==> config.mk <==
export PLATFORM = sky130hd
export DESIGN_NAME = mem_arbiter
export DESIGN_NICKNAME = d
export VERILOG_FILES = /design/src/rtl/mem_arbiter.sv
export SDC_FILE = /design/constraint.sdc
export NUM_CORES = 1
export LEC_CHECK = 0
export CORE_MARGIN = 3
export CORE_UTILIZATION = 39
export DETAILED_ROUTE_END_ITERATION = 7
export PLACE_DENSITY = 0.85
export SYNTH_ARGS = -nofsm -noshare
export SYNTH_HDL_FRONTEND = slang
export SYNTH_SLANG_ARGS = --single-unit
==> constraint.sdc <==
create_clock -name clk -period 4.4 [get_ports clk]
set_input_delay 0.88 -clock clk [delete_from_list [all_inputs] [get_ports clk]]
set_output_delay 0.88 -clock clk [all_outputs]
set_load 0.05 [all_outputs]
==> src/rtl/mem_arbiter.sv <==
// rtl/mem_arbiter.sv - round-robin arbiter sharing one RAM port between instruction fetch and data access
//
// Purpose: grants the single RAM port to either the fetch side (i_*) or the
// data side (d_*), holds the access for LAT cycles, then pulses the granted
// side's ready strobe for one cycle.
//
// Ports:
//   clk, rst                      clock, asynchronous active-high reset
//   i_req, i_addr                 fetch request (held until i_rdy) and byte address
//   i_rdy, i_data                 fetch completion strobe and fetched word
//   d_req, d_we, d_addr, d_wdata  data request, store enable, byte address, store data
//   d_ubhw                        size: bit0 half, bit1 word, neither byte; bit2 unsigned
//   d_rdy, d_rdata, d_err         data completion strobe, load result, misalignment flag
//   ram_addr, ram_din, ram_we     RAM address, write data, write enable
//   ram_ubhw, ram_dout            RAM access size, RAM read data (combinational)
module mem_arbiter #(
  parameter int LAT = 2
) (
  input  logic        clk,
  input  logic        rst,
  input  logic        i_req,
  input  logic [31:0] i_addr,
  output logic        i_rdy,
  output logic [31:0] i_data,
  input  logic        d_req,
  input  logic        d_we,
  input  logic [31:0] d_addr,
  input  logic [31:0] d_wdata,
  input  logic [2:0]  d_ubhw,
  output logic        d_rdy,
  output logic [31:0] d_rdata,
  output logic        d_err,
  output logic [31:0] ram_addr,
  output logic [31:0] ram_din,
  output logic        ram_we,
  output logic [2:0]  ram_ubhw,
  input  logic [31:0] ram_dout
);

  localparam logic [1:0] S_IDLE = 2'd0;
  localparam logic [1:0] S_BUSY = 2'd1;
  localparam logic [1:0] S_DONE = 2'd2;

  localparam logic [3:0] CNT_INIT = 4'(LAT - 1);

  logic [1:0]  state_q, state_d;
  logic [3:0]  cnt_q, cnt_d;
  logic        last_data_q, last_data_d;   // 1: data side was granted last
  logic        gnt_data_q, gnt_data_d;     // 1: current transaction belongs to data side
  logic        err_wait_q, err_wait_d;     // misaligned access spending its one idle cycle in DONE
  logic [31:0] addr_q, addr_d;
  logic [31:0] wdata_q, wdata_d;
  logic        we_q, we_d;
  logic [2:0]  ubhw_q, ubhw_d;
  logic [31:0] i_data_q, i_data_d;
  logic [31:0] d_rdata_q, d_rdata_d;
  logic        d_err_q, d_err_d;

  logic        grant_data;
  logic        misaligned;
  logic        busy;
  logic [31:0] load_val;

  // Data wins when it is the only requester, or when both request and the
  // fetch side was served last.
  assign grant_data = d_req && (!i_req || !last_data_q);

  assign misaligned = d_ubhw[1] ? (d_addr[1:0] != 2'b00) : (d_ubhw[0] && d_addr[0]);

  // RAM returns LSB-aligned data; size and signedness are applied here.
  always_comb begin
    load_val = ram_dout;
    if (!ubhw_q[1]) begin
      if (ubhw_q[0]) begin
        load_val = ubhw_q[2] ? {16'h0000, ram_dout[15:0]}
                             : {{16{ram_dout[15]}}, ram_dout[15:0]};
      end else begin
        load_val = ubhw_q[2] ? {24'h000000, ram_dout[7:0]}
                             : {{24{ram_dout[7]}}, ram_dout[7:0]};
      end
    end
  end

  always_comb begin
    state_d     = state_q;
    cnt_d       = cnt_q;
    last_data_d = last_data_q;
    gnt_data_d  = gnt_data_q;
    err_wait_d  = err_wait_q;
    addr_d      = addr_q;
    wdata_d     = wdata_q;
    we_d        = we_q;
    ubhw_d      = ubhw_q;
    i_data_d    = i_data_q;
    d_rdata_d   = d_rdata_q;
    d_err_d     = d_err_q;

    case (state_q)
      S_IDLE: begin
        if (i_req || d_req) begin
          gnt_data_d  = grant_data;
          last_data_d = grant_data;
          if (grant_data) begin
            addr_d  = d_addr;
            wdata_d = d_wdata;
            we_d    = d_we;
            ubhw_d  = d_ubhw;
          end else begin
            addr_d  = i_addr;
            wdata_d = 32'h0;
            we_d    = 1'b0;
            ubhw_d  = 3'b010;
          end
          if (grant_data && misaligned) begin
            // No RAM access at all; one idle cycle in DONE before d_rdy.
            we_d       = 1'b0;
            err_wait_d = 1'b1;
            state_d    = S_DONE;
          end else begin
            cnt_d   = CNT_INIT;
            state_d = S_BUSY;
          end
        end
      end

      S_BUSY: begin
        if (cnt_q == 4'd0) begin
          state_d = S_DONE;
          if (gnt_data_q) begin
            d_err_d = 1'b0;
            if (!we_q) begin
              d_rdata_d = load_val;
            end
          end else begin
            i_data_d = ram_dout;
          end
        end else begin
          cnt_d = cnt_q - 4'd1;
        end
      end

      S_DONE: begin
        if (err_wait_q) begin
          err_wait_d = 1'b0;
          d_err_d    = 1'b1;
          d_rdata_d  = 32'h0;
        end else begin
          state_d = S_IDLE;
        end
      end

      default: state_d = S_IDLE;
    endcase
  end

  always_ff @(posedge clk or posedge rst) begin
    if (rst) begin
      state_q     <= S_IDLE;
      cnt_q       <= 4'd0;
      last_data_q <= 1'b0;
      gnt_data_q  <= 1'b0;
      err_wait_q  <= 1'b0;
      addr_q      <= 32'h0;
      wdata_q     <= 32'h0;
      we_q        <= 1'b0;
      ubhw_q      <= 3'b000;
      i_data_q    <= 32'h0;
      d_rdata_q   <= 32'h0;
      d_err_q     <= 1'b0;
    end else begin
      state_q     <= state_d;
      cnt_q       <= cnt_d;
      last_data_q <= last_data_d;
      gnt_data_q  <= gnt_data_d;
      err_wait_q  <= err_wait_d;
      addr_q      <= addr_d;
      wdata_q     <= wdata_d;
      we_q        <= we_d;
      ubhw_q      <= ubhw_d;
      i_data_q    <= i_data_d;
      d_rdata_q   <= d_rdata_d;
      d_err_q     <= d_err_d;
    end
  end

  // RAM port is only driven while an access is in flight.
  assign busy     = (state_q == S_BUSY);
  assign ram_addr = busy ? addr_q  : 32'h0;
  assign ram_din  = busy ? wdata_q : 32'h0;
  assign ram_ubhw = busy ? ubhw_q  : 3'b000;
  assign ram_we   = busy && (cnt_q == 4'd0) && we_q;

  assign i_rdy   = (state_q == S_DONE) && !gnt_data_q;
  assign d_rdy   = (state_q == S_DONE) && gnt_data_q && !err_wait_q;
  assign i_data  = i_data_q;
  assign d_rdata = d_rdata_q;
  assign d_err   = d_err_q;

endmodule

# After elaboration in Yosys (flattened, before gate mapping)
# Index checks and enable logic that the tools add are counted.
[totals]
regBits = 141
in_bits = 136
output_inout_bits = 135
elab_cells = 84
[classes]
addsub = 1
n_eq_ne = 11
muxes = 34
n_bitwise = 1
reduce_logical = 26
[op_table]
columns = ["op", "count"]
rows = [
  ["32-bit two-way mux", 12],
  ["32-bit case mux with 2 select lines", 1],
  ["2-bit != test, second input constant", 8],
  ["4-bit two-way mux", 3],
  ["3-bit AND reduction", 3],
  ["1-bit logical AND", 8],
  ["1-bit two-way mux", 8],
  ["2-bit two-way mux", 4],
  ["4-bit case mux with 2 select lines", 1],
  ["4-bit AND reduction", 2],
  ["2-bit nonzero test", 4],
  ["3-bit two-way mux", 2],
  ["2-bit case mux with 3 select lines", 1],
  ["5-bit AND reduction", 1],
  ["4-bit zero test", 1],
  ["1-bit case mux with 2 select lines", 2],
  ["4-bit by 1-bit subtractor with 4-bit output, second input constant", 1],
  ["1-bit zero test", 3],
  ["2-bit by 1-bit == test with 1-bit output, second input constant", 1],
  ["2-bit == test, second input constant", 1],
  ["2-bit zero test", 1],
  ["1-bit logical OR", 2],
  ["2-bit by 1-bit != test with 1-bit output, second input constant", 1],
  ["2-bit AND reduction", 1],
  ["1-bit inverter", 1],
]

# Depth between registers and ports, before layout
# Gate-level depths: netlist of run 1.
[logic_depth]
ltp_word = 7
ltp_mapped = 7
ltp_nobuf = 6

# Worst setup path before layout of run 1
# Ideal clock, no wire load.
[synth_path]
path_kind = "flip-flop to output port"
start = "register state_q[0]"
end = "output port d_rdy"
arrival_ns = 2.028
required_time_ns = 3.520
path_slack_ns = 1.492
path_stages_with_launch = 5
path_buffers = 2
path_cell_list = "dfrtp_1 buf_4 nand2b_1 clkbuf_1 nor3b_1"
[synth_between]
elab_chain_cells = 3
[synth_rtl]
columns = ["item", "line", "rtl"]
rows = [
  ["from (decl)", "46", "logic [1:0] state_q, state_d;"],
  ["from (signal assigned)", "171", "state_q <= state_d;"],
  ["2-bit == test", "194", "assign d_rdy = (state_q == S_DONE) && gnt_data_q && !err_wait_q;"],
  ["1-bit logical AND (2 in a row)", "194", ""],
  ["to (decl)", "30", "output logic d_rdy,"],
]
# Every way passes these cells.

# Worst setup path after layout of run 1
[layout_path]
start = "register state_q[1]"
end = "output port ram_addr[14]"
[layout_between]
elab_chain_cells = 2
[layout_rtl]
columns = ["item", "line", "rtl"]
rows = [
  ["2-bit by 1-bit == test with 1-bit output", "187", "assign busy = (state_q == S_BUSY);"],
  ["32-bit two-way mux", "188", "assign ram_addr = busy ? addr_q : 32'h0;"],
  ["to (decl)", "33", "output logic [31:0] ram_addr,"],
]
# Every way passes these cells.

==> impl_metrics.py, run 1 <==
metrics = {
    "sta": {
        "drv_slew": 0,
        "maxSlewHeadroom_pct": 38.7,
        "fmax_mhz": 267,
        "setup-violations-final": 0,
        "rsz0062_at_grt": "no",
        "final_hold_viol_count": 0,
        "skew_ns": 0.00757,
        "worstMarginPinSlew_ns": 0.919,
        "period_needed_ns": 3.74,
        "tns_ns": 0,
        "fin_crit_sh_pct": 85.1,
        "timing.final.ws_setup_ns": 0.656,
    },
    "synthesis": {
        "syn_area_um2": 6320,
        "synth-edff-count": 0,
        "yosys_warnings": 0,
        "avgSynthCellArea_um2": 11.1,
        "ys_seq_elements": 141,
        "syn_nets": 709,
        "synth_cells": 571,
        "synth_ff_type": "dfrtp_1",
        "synth.distinct_cells": 40,
        "seq_area_frac_synth_pct": 55.8,
        "async_flop_share_pct": 100,
    },
    "clock_tree": {
        "post_cts_buffers": 0,
        "numCtsBuffers": 17,
        "cts_resized": 0,
        "root_buffer": "clkbuf_16",
        "clock_sinks": 141,
        "cts_tree": "built",
        "htreeDepth": 4,
        "clock_latency_ns": 0.41,
        "cts_buffer_depth": 2,
        "cts_hold_buf": 0,
        "clk_pin_slew_ns": 0.06,
    },
    "pwr": {
        "p_leak_nw": 4.21,
        "ir_drop_v": 0.000393,
        "power_density_nw_per_um2": 853,
    },
    "outcome": {
        "status": "finished, final reports clean",
    },
    "flow_run": {
        "max-cap-violations": 0,
    },
    "detailed_routing": {
        "wl_um": 17800,
        "vias": 5174,
        "firstDrtPassIters": 4,
        "drc_errors": 0,
        "vias_per_cell": 4.92,
        "ant_nets": 0,
        "wl_per_cell_um": 16.9,
        "dr.first_iter.drc_count": 183,
    },
    "cells_and_area": {
        "fillers": 1236,
        "diodes": 0,
        "layout.nets": 966,
        "drive_above_1_share_pct": 9.27,
        "finish.utilization_pct": 62.9,
        "design_area_um2": 9780,
        "area_delta_synth_final_pct": 54.6,
    },
    "global_route": {
        "grt_max_degree": 100,
        "grt_pass1_vias": 5334,
        "gr-total-overflow": 0,
        "grt_pass1_wl_um": 28500,
        "antenna_found_initial": 0,
        "grt_usage_pct": 20.2,
    },
    "placed_design": {
        "dpl.hpwl_um": 13200,
        "place_area_um2": 9200,
        "gp_congestion": 0.816,
        "pre_cts_slack_ns": 1.04,
        "io_buffers": 270,
    },
    "die": {
        "die_area_um2": 17800,
        "start_util_pct": 40.7,
        "die_h_um": 133,
        "num_rows": 45,
        "core_area_um2": 15500,
        "die-width_um": 133,
        "io_pins": 271,
    },
    "critical_path": {
        "crit_type": "reg2out",
        "cp-end-kind": "primary output",
        "cp-start-kind": "flop",
        "crit_required_ns": 3.52,
        "critPathArrivalTime_ns": 2.86,
        "crit_fanout": 36,
    },
    "worst_hold_path": {
        "hold_path.class": "reg2reg",
    },
}
-- placed cells by master, fill, tap and decap left out, drive strengths merged, types with 16 or more instances in the layout --
| master | instances |
|---|---|
| clkdlybuf4s50 | 270 |
| dfrtp | 141 |
| nand2 | 80 |
| and2 | 69 |
| o21ai | 62 |
| a22o | 35 |
| mux2i | 32 |
| mux2 | 32 |
| clkbuf | 19 |
| o31ai | 18 |
| nor2b | 16 |
-- sequential cells by signal, summed over array words and instances (netlist names) --
register,flops
gnt_data_q,1
cnt_q,4
wdata_q,32
d_err,1
we_q,1
state_q,2
ubhw_q,3
i_data,32
d_rdata,32
err_wait_q,1
addr_q,32
-- cells by family after synthesis --
family / Yosys count / synth area share (%)
multiplexers: 64 / 10.8
AND/OR/NAND/NOR: 191 / 16.1
adder cells (fa/ha/maj): 2 / 0.396
flip-flops: 141 / 55.8
AO/OA/AOI/OAI: 127 / 13.7
buffers and inverters: 46 / 3.27
-- cells in the mapped netlist, types with 2 or more instances --
cell type	count	area [um2]
a22o_1	35	307
buf_4	4	30.0
o21a_1	2	15.0
mux2_2	28	315
mux2_1	4	45.0
nor2b_1	16	100
clkbuf_1	21	78.8
nand2_1	79	297
o21ai_0	61	305
and2_1	69	432
ha_1	2	25.0
a21oi_1	4	20.0
dfrtp_1	141	3530
buf_2	15	75.1
nand2b_1	4	25.0
o31ai_1	18	135
inv_1	6	22.5
nor2_1	9	33.8
mux2i_1	32	320
-- final cells by class --
cell class	count	area, um2	share of cell area (%)
multi-input combinational	384	2610	26.7
tap	211	264	2.70
timing repair buffer	278	2780	28.4
clock buffer	19	433	4.43
clock inverter	13	141	1.45
inverter	6	26.3	0.269
sequential	141	3530	36.1
-- path summary, 6_finish.rpt --
path	start	endpoint	slack, ns	cells past startpoint
max	state_q[1]	ram_addr[14]	0.66	4
min	addr_q[4]	addr_q[4]	0.48	2
max reg2reg	state_q[1]	i_data[29]	2.06	5
min reg2reg	addr_q[4]	addr_q[4]	0.48	2
max in group asynchronous	rst	ubhw_q[2]	2.81	3
min in group asynchronous	rst	d_err	0.76	2
-- power by group --
group / switching [W] / internal (W)
Clock: 0.000548 / 0.000836
Combinational: 0.00296 / 0.00165
Sequential: 0.000411 / 0.00193
Total: 0.00392 / 0.00441
-- per-stage QoR --
step	hold WS, ns	instances	total power [W]
6_report	0.481	1052	0.00834
4_1_cts	0.478	1052	0.00841
3_5_place_dp	0.465	1020	0.00700
5_1_grt	0.501	1052	0.00878
3_3_place_gp	0.457	1020	0.00689
2_1_floorplan	0.442	571	0.00543
-- worst max-delay path, stage by stage, from the launching register on --
cell and delay [ns]:
dfrtp_1 0.48, and2b_2 0.60, buf_4 0.37, and2_1 0.18
clkdlybuf4s50_1 0.81
-- per-layer routing --
| layer | global-route usage [%] | vias up | routed length [um] |
|---|---|---|---|
| met5 | 0 | - | 0 |
| met4 | 5.43 | 0 | 214 |
| met3 | 6.46 | 20 | 1410 |
| met2 | 34.0 | 226 | 8640 |
| met1 | 25.2 | 2445 | 7490 |
| li1 | - | 2483 | - |
Power figures use the tool's default switching activity.
==> run 2, diff against run 1 <==
--- a/config.mk
+++ b/config.mk
@@ -8,7 +8,7 @@
 export CORE_MARGIN = 3
 export CORE_UTILIZATION = 39
 export DETAILED_ROUTE_END_ITERATION = 7
-export PLACE_DENSITY = 0.85
+export PLACE_DENSITY = 0.78
 export SYNTH_ARGS = -nofsm -noshare
 export SYNTH_HDL_FRONTEND = slang
 export SYNTH_SLANG_ARGS = --single-unit
==> run 2 against run 1 <==
Combinational power about the same. Clock power increased by 9%. Global-route usage increased by 0.26 points. Sequential share of layout area decreased by 0.15 points. Clock skew about the same. Worst setup slack got worse by 0.18 ns. Worst hold slack got worse by 0.011 ns. Maximum frequency decreased by 4.6%. Clock-buffer cell count increased by 1. Power increased by 1.5%. Sequential power about the same. Sequential cell count unchanged. Highest routed layer unchanged.
==> impl_metrics.py, run 2 (same netlist as run 1, synthesis figures left out) <==
metrics = {
    "sta": {
        "skew_ns": 0.00722,
        "final_hold_viol_count": 0,
        "setup-violations-final": 0,
        "worstMarginPinSlew_ns": 1.08,
        "fin_crit_sh_pct": 89.2,
        "drv_slew": 0,
        "rsz0062_at_grt": "no",
        "period_needed_ns": 3.93,
        "tns_ns": 0,
        "maxSlewHeadroom_pct": 27.6,
        "timing.final.ws_setup_ns": 0.473,
        "fmax_mhz": 255,
    },
    "clock_tree": {
        "cts_buffer_depth": 2,
        "clock_sinks": 141,
        "clock_latency_ns": 0.41,
        "root_buffer": "clkbuf_16",
        "cts_resized": 0,
        "htreeDepth": 4,
        "post_cts_buffers": 0,
        "cts_hold_buf": 0,
        "cts_tree": "built",
        "numCtsBuffers": 17,
        "clk_pin_slew_ns": 0.06,
    },
    "cells_and_area": {
        "layout.nets": 965,
        "design_area_um2": 9820,
        "drive_above_1_share_pct": 9.40,
        "area_delta_synth_final_pct": 55.3,
        "final_common_cell": "clkdlybuf4s50_1",
        "final_cell_mix": "clkdlybuf4s50_1 (270), dfrtp_1 (141), nand2_1 (78)",
        "finish.utilization_pct": 63.2,
    },
    "die": {
        "core_area_um2": 15500,
        "io_pins": 271,
        "num_rows": 45,
        "die-width_um": 133,
        "die_h_um": 133,
        "start_util_pct": 40.7,
        "die_area_um2": 17800,
    },
    "placed_design": {
        "gp_congestion": 0.830,
        "io_buffers": 270,
        "dpl.hpwl_um": 13200,
        "place_area_um2": 9190,
        "pre_cts_slack_ns": 0.857,
    },
    "critical_path": {
        "critPathArrivalTime_ns": 3.05,
        "crit_type": "reg2out",
        "cp-end-kind": "primary output",
        "path_buf_inv": 1,
        "slowest_stage": "and2b_2",
        "crit_fanout": 69,
        "crit_chain": "and2b_2 > nand2_1 > nor2_1 > clkdlybuf4s50_1",
        "path_delay_family": "simple AND/OR/NAND/NOR gates",
        "max_stage_delay_ns": 0.87,
        "cp-start-kind": "flop",
        "crit_required_ns": 3.52,
    },
    "detailed_routing": {
        "drc_errors": 0,
        "dr.first_iter.drc_count": 254,
        "vias_per_cell": 5.05,
        "vias": 5310,
        "wl_per_cell_um": 17.2,
        "ant_nets": 0,
        "firstDrtPassIters": 5,
        "wl_um": 18100,
    },
    "pwr": {
        "ir_drop_v": 0.000396,
        "p_leak_nw": 4.24,
        "power_w": 0.00846,
        "power_density_nw_per_um2": 862,
    },
    "global_route": {
        "grt_usage_pct": 20.4,
        "gr-total-overflow": 0,
        "grt_pass1_vias": 5618,
        "grt_max_degree": 100,
        "antenna_found_initial": 1,
        "grt_pass1_wl_um": 29100,
    },
    "outcome": {
        "status": "finished, final reports clean",
    },
    "worst_hold_path": {
        "hold_path.class": "reg2reg",
    },
    "flow_run": {
        "max-cap-violations": 0,
    },
}
[run 2: stage by stage]
stage / hold slack, ns / std cells
after floorplan: 0.442 / 571
after global placement: 0.452 / 1019
after detailed placement: 0.462 / 1019
after CTS: 0.475 / 1051
after global routing: 0.504 / 1052
final: 0.469 / 1052
[run 2: path summary, 6_finish.rpt]
path,startpoint,endpoint,slack (ns),cells after the start
setup reg to reg,state_q[1],i_data[11],1.72,5
max in group asynchronous,rst,addr_q[20],2.56,3
setup / recovery,state_q[1],ram_we,0.47,4
hold reg to reg,addr_q[19],addr_q[19],0.47,2
hold / removal,addr_q[19],addr_q[19],0.47,2
min in group asynchronous,rst,d_rdata[5],0.94,2
[run 2: per-layer routing]
| layer | vias to the layer above | global-route usage (%) | wire length (um) |
|---|---|---|---|
| li1 | 2474 | - | - |
| met1 | 2555 | 24.4 | 7330 |
| met2 | 247 | 34.5 | 8890 |
| met3 | 34 | 6.31 | 1340 |
| met4 | 0 | 8.17 | 479 |
| met5 | - | 0 | 0 |
[run 2: final cells by class]
| type | count | area (um2) |
|---|---|---|
| repair buffers | 277 | 2770 |
| fillers | 1186 | 5720 |
| multi-input cells | 384 | 2600 |
| diodes | 1 | 2.50 |
| clock buffers | 20 | 467 |
| well taps | 211 | 264 |
| clock inverters | 12 | 158 |
| flip-flops and latches | 141 | 3530 |
| inverters | 6 | 26.3 |
[run 2: tightest hold or removal path: stages, from the launching register on]
cell and delay, ns:
dfrtp_1 0.33, nand2_1 0.04, o21ai_0 0.06
[run 2: power by group]
group          internal, W  leakage (nW)  switching (W)
clock             0.000940         0.299       0.000559
sequential         0.00193          1.75       0.000396
combinational      0.00165          2.19        0.00299
total              0.00452          4.24        0.00394
